**src/rtl/otter_lsu_pkg.sv**
```systemverilog
// Shared types, funct3 encodings and the request legality check for the OTTER load/store unit.
package otter_lsu_pkg;

    typedef enum logic [1:0] {
        IDLE = 2'd0,
        REQ  = 2'd1,
        DONE = 2'd2
    } lsu_state_t;

    localparam logic [2:0] F3_B  = 3'b000;
    localparam logic [2:0] F3_H  = 3'b001;
    localparam logic [2:0] F3_W  = 3'b010;
    localparam logic [2:0] F3_BU = 3'b100;
    localparam logic [2:0] F3_HU = 3'b101;

    localparam int BE_W = 4;

    // Legal means exactly one strobe, a funct3 valid for that direction, and natural alignment.
    function automatic logic req_legal(input logic rd, input logic wr,
                                       input logic [2:0] f3, input logic [1:0] off);
        logic ok;
        ok = rd ^ wr;
        if (rd)
            ok = ok && (f3 == F3_B || f3 == F3_H || f3 == F3_W || f3 == F3_BU || f3 == F3_HU);
        else
            ok = ok && (f3 == F3_B || f3 == F3_H || f3 == F3_W);
        if (f3[1:0] == 2'b01 && off[0])
            ok = 1'b0;
        if (f3[1:0] == 2'b10 && off != 2'b00)
            ok = 1'b0;
        return ok;
    endfunction

endpackage

```
**src/rtl/otter_lsu_align.sv**
```systemverilog
// Byte-lane steering: store data replication with byte enables, and load lane extraction with extension.
module otter_lsu_align
    import otter_lsu_pkg::*;
(
    input  logic [2:0]      func3,
    input  logic [1:0]      offset,
    input  logic [31:0]     wdata,
    input  logic [31:0]     rdata,
    output logic [31:0]     store_data,
    output logic [BE_W-1:0] store_be,
    output logic [31:0]     load_data
);

    logic [7:0]  lane_byte;
    logic [15:0] lane_half;

    always_comb begin
        store_data = wdata;
        store_be   = 4'b1111;
        case (func3[1:0])
            2'b00: begin
                store_data = {4{wdata[7:0]}};
                store_be   = 4'b0001 << offset;
            end
            2'b01: begin
                store_data = {2{wdata[15:0]}};
                store_be   = offset[1] ? 4'b1100 : 4'b0011;
            end
            default: begin
                store_data = wdata;
                store_be   = 4'b1111;
            end
        endcase
    end

    always_comb begin
        case (offset)
            2'd0:    lane_byte = rdata[7:0];
            2'd1:    lane_byte = rdata[15:8];
            2'd2:    lane_byte = rdata[23:16];
            default: lane_byte = rdata[31:24];
        endcase
        lane_half = offset[1] ? rdata[31:16] : rdata[15:0];

        case (func3)
            F3_B:    load_data = {{24{lane_byte[7]}}, lane_byte};
            F3_BU:   load_data = {24'd0, lane_byte};
            F3_H:    load_data = {{16{lane_half[15]}}, lane_half};
            F3_HU:   load_data = {16'd0, lane_half};
            default: load_data = rdata;
        endcase
    end

endmodule

```
**src/rtl/otter_lsu.sv**
```systemverilog
// OTTER load/store unit: IDLE/REQ/DONE bus sequencer with BUSY stall and ERR pulse.
// Define OTTER_LSU_TIMEOUT_EN to abort a REQ after TIMEOUT_CYC cycles without BUS_ACK.
module otter_lsu
    import otter_lsu_pkg::*;
#(
    parameter int ADDR_W      = 32,
    parameter int DATA_W      = 32,
    parameter int TIMEOUT_CYC = 255
) (
    input  logic              CLK,
    input  logic              RST,
    input  logic              MEM_READ,
    input  logic              MEM_WRITE,
    input  logic [2:0]        FUNC3,
    input  logic [ADDR_W-1:0] ADDR,
    input  logic [DATA_W-1:0] WDATA,
    output logic [DATA_W-1:0] LOAD_DATA,
    output logic              LOAD_VALID,
    output logic              BUSY,
    output logic              ERR,
    output logic              BUS_REQ,
    output logic              BUS_WE,
    output logic [ADDR_W-1:0] BUS_ADDR,
    output logic [DATA_W-1:0] BUS_WDATA,
    output logic [BE_W-1:0]   BUS_BE,
    input  logic              BUS_ACK,
    input  logic [DATA_W-1:0] BUS_RDATA
);

    // Bus handshake: BUS_REQ rises in REQ and holds with stable address/data/BE until the
    // cycle BUS_ACK is seen high; that cycle completes the transfer and BUS_RDATA is valid.

    lsu_state_t state, next_state;

    logic              legal, accept, reject, timeout;
    logic              we_q;
    logic [2:0]        func3_q;
    logic [1:0]        offset_q;
    logic [ADDR_W-1:0] addr_q;
    logic [DATA_W-1:0] wdata_q;
    logic [BE_W-1:0]   be_q;
    logic [DATA_W-1:0] load_q;
    logic              err_q;

    logic [2:0]        sel_func3;
    logic [1:0]        sel_offset;
    logic [DATA_W-1:0] st_data, ld_data;
    logic [BE_W-1:0]   st_be;

    assign legal  = req_legal(MEM_READ, MEM_WRITE, FUNC3, ADDR[1:0]);
    assign accept = (state == IDLE) && legal && !RST;
    assign reject = (state == IDLE) && (MEM_READ || MEM_WRITE) && !legal && !RST;

    // One align instance serves both paths: live request fields in IDLE, registered ones in REQ.
    assign sel_func3  = (state == IDLE) ? FUNC3 : func3_q;
    assign sel_offset = (state == IDLE) ? ADDR[1:0] : offset_q;

    otter_lsu_align u_align (
        .func3      (sel_func3),
        .offset     (sel_offset),
        .wdata      (WDATA),
        .rdata      (BUS_RDATA),
        .store_data (st_data),
        .store_be   (st_be),
        .load_data  (ld_data)
    );

`ifdef OTTER_LSU_TIMEOUT_EN
    localparam int CNT_W = ($clog2(TIMEOUT_CYC + 1) > 8) ? $clog2(TIMEOUT_CYC + 1) : 8;
    logic [CNT_W-1:0] cnt_q;

    assign timeout = (state == REQ) && !BUS_ACK && (cnt_q == CNT_W'(TIMEOUT_CYC - 1));

    always_ff @(posedge CLK) begin
        if (RST || state != REQ)
            cnt_q <= '0;
        else
            cnt_q <= cnt_q + 1'b1;
    end
`else
    assign timeout = 1'b0;
`endif

    always_ff @(posedge CLK) begin
        if (RST)
            state <= IDLE;
        else
            state <= next_state;
    end

    always_comb begin
        next_state = state;
        BUSY       = 1'b0;
        BUS_REQ    = 1'b0;
        LOAD_VALID = 1'b0;
        case (state)
            IDLE: begin
                BUSY = accept;
                if (accept)
                    next_state = REQ;
            end
            REQ: begin
                BUSY    = 1'b1;
                BUS_REQ = 1'b1;
                if (BUS_ACK)
                    next_state = DONE;
                else if (timeout)
                    next_state = IDLE;
            end
            DONE: begin
                LOAD_VALID = !we_q;
                next_state = IDLE;
            end
            default: next_state = IDLE;
        endcase
    end

    always_ff @(posedge CLK) begin
        if (RST) begin
            we_q     <= 1'b0;
            func3_q  <= 3'd0;
            offset_q <= 2'd0;
            addr_q   <= '0;
            wdata_q  <= '0;
            be_q     <= '0;
            load_q   <= '0;
            err_q    <= 1'b0;
        end else begin
            err_q <= reject || timeout;
            if (accept) begin
                we_q     <= MEM_WRITE;
                func3_q  <= FUNC3;
                offset_q <= ADDR[1:0];
                addr_q   <= {ADDR[ADDR_W-1:2], 2'b00};
                wdata_q  <= st_data;
                be_q     <= MEM_WRITE ? st_be : {BE_W{1'b1}};
            end
            if (state == REQ && BUS_ACK && !we_q)
                load_q <= ld_data;
        end
    end

    assign BUS_WE    = BUS_REQ && we_q;
    assign BUS_ADDR  = BUS_REQ ? addr_q  : '0;
    assign BUS_WDATA = BUS_REQ ? wdata_q : '0;
    assign BUS_BE    = BUS_REQ ? be_q    : '0;
    assign LOAD_DATA = load_q;
    assign ERR       = err_q;

endmodule

```
**config.mk**
```make
export PLATFORM = sky130hd
export DESIGN_NAME = otter_lsu
export DESIGN_NICKNAME = d
export VERILOG_FILES = /design/src/rtl/otter_lsu_pkg.sv /design/src/rtl/otter_lsu_align.sv /design/src/rtl/otter_lsu.sv
export SDC_FILE = /design/constraint.sdc
export NUM_CORES = 1
export LEC_CHECK = 0
export CAP_MARGIN = 10
export CORE_UTILIZATION = 45
export DETAILED_ROUTE_END_ITERATION = 10
export PLACE_DENSITY_LB_ADDON = 0.05
export SLEW_MARGIN = 0
export SYNTH_ARGS = -nofsm -noshare
export SYNTH_HDL_FRONTEND = slang
export SYNTH_HIERARCHICAL = 1
export SYNTH_SLANG_ARGS = --single-unit
export TNS_END_PERCENT = 30
```
**constraint.sdc**
```tcl
create_clock -name CLK -period 5.4 [get_ports CLK]
set_clock_uncertainty 0.05 [all_clocks]
set_input_delay 0.54 -clock CLK [delete_from_list [all_inputs] [get_ports CLK]]
set_output_delay 0.54 -clock CLK [all_outputs]
set_load 0.05 [all_outputs]
```
==> impl_results.md <==
- Num rows: 41
- Max-Cap Viols: 0
- Share of cells above drive strength 1: ~7%
- Largest net degree at the start of global routing: about 110
- Worst-skew pair later-pin latency: 0.35 ns
- Antenna Nets Post-Route: 0
- Initial drt markers: between 400 and 500
- CTS sink cnt: around 110
- IO buf count: roughly 210
- Hold-fix buffers, CTS: 0
- Commonest non-fill, non-tap cells in the layout: clkdlybuf4s50_1 (205), nand2_1 (122), dfxtp_1 (107)
- HP Start: LOAD_DATA[12]
- First-pass GRT wire length: 27800 um
- CTS root buf: clkbuf_16
- IO Count: 209
- Crit Path Class: in -> out
- DR WL/cell: about 16 um
- Crit-path max FO: 6
- Synth Instances: roughly 760
- Post-Synth XOR/XNOR Area: 0%
- Warnings, synthesis: 6
- Headroom to the max-slew limit: roughly a quarter
- Outcome: finished clean
- CP Capture Type: output pin
- Area growth syn-to-layout: 38.4%
- RSZ-0062 raised after global routing: false
- Min-Delay Path Class: reg -> reg
- Postcts setup bufs: 0
- Critical Path Max Stage Delay: about 0.81 ns
- Die width: 116 um
- Mapped Area: roughly 5800 um^2
- Post-CTS resize count: 0
- Placed cells: around 1.1k
- Synth Area in Adders: 0.215%
- Endpoints failing hold: 0
- Post-synth ARST share: 0%
- Reg2reg start: state[1]
- Final Net Count: between 1k and 1.5k
- DRC Markers: 0
- Core Area: about 13000 um^2
- Capturing point of the worst reg2reg path: LOAD_DATA[29]
- Number of buffers created by CTS: 9
- Worst-margin pin slew: 1.13 ns
- Global route total overflow: 0
- Setup TNS: 0 ns
- Syn avg cell area: roughly 7.6 um^2
- Finished Layout Cells: ~1.1k
- CTS tree: done
- Arrival time at the worst endpoint: ~2.9 ns
- Final setup viols: 0
- Fmax: between 0.2 and 0.3 GHz
- Starting Density: between 40% and 50%
- Leak: between 2 and 3 nW
- # H-tree levels: 3
- FF-to-FF path depth: 7
- DR pass1 iterations: 6
- Part of the Yosys area used for sequential elements: a little under two fifths
- Post-DP HPWL: between 10000 and 15000 um
- Clock Pin Slew Worst Setup and Hold Paths: 0.07 ns
- EDFF count, synth: 0
- Final wirelength: around 18000 um
- Worst VDD drop: between 0.1 and 0.15 mV
- Critical path, cell by cell: clkdlybuf4s50_1, inv_1, ha_1, nor2b_1, nand2_1, nand2_1, a21o_1, clkdlybuf4s50_1
- Unique masters post-synth: 47
- Die area: roughly 13000 um^2
- Tot GR Track Use: 26.6%
- Combinational family with the most area after synthesis: simple AND/OR/NAND/NOR gates
- Clock Path Buffers: 2
- CP max-delay cell: clkdlybuf4s50_1
- Period minus WS final: approximately 3.5 ns
- Main flop type after synthesis: dfxtp_1
- Vias in the first global route: ~5.6k
- Compound-Gate Fraction of Synth Area: about 20%
- Pwr Density: approximately 250 nW/um^2
- Die H: between 100 and 150 um
- Crit start category: input pin
- Worst EP required: slightly below 5 ns
- WHS Endpoint: LOAD_DATA[12]
- Final antenna diode count: 0
- Synth Register Bits: between 100 and 150
- Part of the cycle the worst path needs: around 64%
- Initial antenna violation count: 0
- Hold depth: 2
- Max-slew violations: 0
- Post-Synth Simple-Gate Area: 27.2%
- Post-synthesis mux area share: under 10%
- Via density: 5.41
- Placer Congestion: ~0.89
- Detailed-route via count: between 5k and 6k
- R2r setup slk: 2.36 ns
- Commonest non-fill, non-tap cell in the layout: clkdlybuf4s50_1
-- sequential cells by signal (all words and copies together), names as in the netlist --
signal,count
be_q,4
offset_q,2
ERR,1
wdata_q,32
we_q,1
LOAD_DATA,32
state,2
func3_q,3
addr_q,30
-- critical path: cells and delay by family --
family                     cells  cell delay (ns)
buffers and inverters          3             1.47
and+or+nand+nor                3             0.46
adders and majority gates      1             0.30
AOI/OAI and AO/OA              1             0.12
-- how the worst max path moves through the flow --
| stage | startpoint | slack [ns] | to | depth (start not counted) |
|---|---|---|---|---|
| after floorplan | state[0] | 3.00 | BUS_WDATA[12] | 4 |
| final | MEM_WRITE | 1.93 | BUSY | 8 |
| after detailed placement | MEM_WRITE | 1.93 | BUSY | 8 |
| after global placement | MEM_WRITE | 2.04 | BUSY | 8 |
| after CTS | state[0] | 1.75 | BUS_WDATA[1] | 3 |
| after global routing | MEM_WRITE | 1.81 | BUSY | 8 |
-- power by group --
group | internal, mW | switching, mW | leakage (nW)
clock network | 0.331 | 0.319 | 0.137
logic | 0.207 | 0.278 | 1.91
registers | 0.829 | 0.0197 | 0.869
-- Yosys cell counts, drive strengths merged, types with 3 or more instances --
cell | n | share of area (%)
clkbuf | 40 | 2.6
nand2b | 5 | 0.54
a22oi | 3 | 0.39
nor3 | 9 | 0.77
a221o | 5 | 0.86
dfxtp | 107 | 37
a21oi | 102 | 9.0
mux2 | 21 | 4.1
o21ai | 84 | 7.2
buf | 42 | 4.9
nand3 | 70 | 6.0
nand3b | 5 | 0.65
and2 | 68 | 7.4
mux4 | 4 | 1.5
nand2 | 132 | 9.0
inv | 7 | 0.45
a21o | 4 | 0.52
o21bai | 3 | 0.39
nor2b | 5 | 0.54
a311oi | 4 | 0.60
mux2i | 13 | 2.2
nor2 | 12 | 0.90
-- per-stage QoR --
stage | utilization, % | power, mW | hold slack [ns] | worst slack [ns] | area [um^2]
6_report | 63.7 | 1.98 | 0.404 | 1.93 | 8040
5_1_grt | 63.7 | 2.07 | 0.427 | 1.81 | 8040
4_1_cts | 63.3 | 1.99 | 0.407 | 1.75 | 7990
3_5_place_dp | 61.0 | 1.34 | 0.398 | 1.93 | 7700
3_3_place_gp | 61.0 | 1.33 | 0.396 | 2.04 | 7700
2_1_floorplan | - | 1.18 | 0.393 | 3.00 | 5820
-- per-layer routing --
| metal | up-vias | track usage (%) | wire length [um] |
|---|---|---|---|
| met1 | 2739 | 33.0 | 7620 |
| met2 | 208 | 45.0 | 8610 |
| li1 | 2883 | - | - |
| met5 | - | 0 | 0 |
| met3 | 28 | 5.60 | 1190 |
| met4 | 0 | 10.9 | 426 |
-- layout make-up --
class	count	area, um^2
flip-flops and latches	107	2140
repair buffers	213	2140
inverters	7	26.3
multi-input cells	568	3230
well taps	172	215
clock buffers	10	239
fillers	1164	4580
clock inverters	6	48.8
-- logic make-up (layout without fill, tap and decap cells) --
kind of cell,after synthesis,after routing
AND/OR/NAND/NOR,317,317
AO/OA/AOI/OAI,210,210
flip-flops,107,107
buffers and inverters,89,236
multiplexers,38,38
adder cells (fa/ha/maj),1,1
other,1,2
No activity file was read; power rests on OpenSTA's default activity.
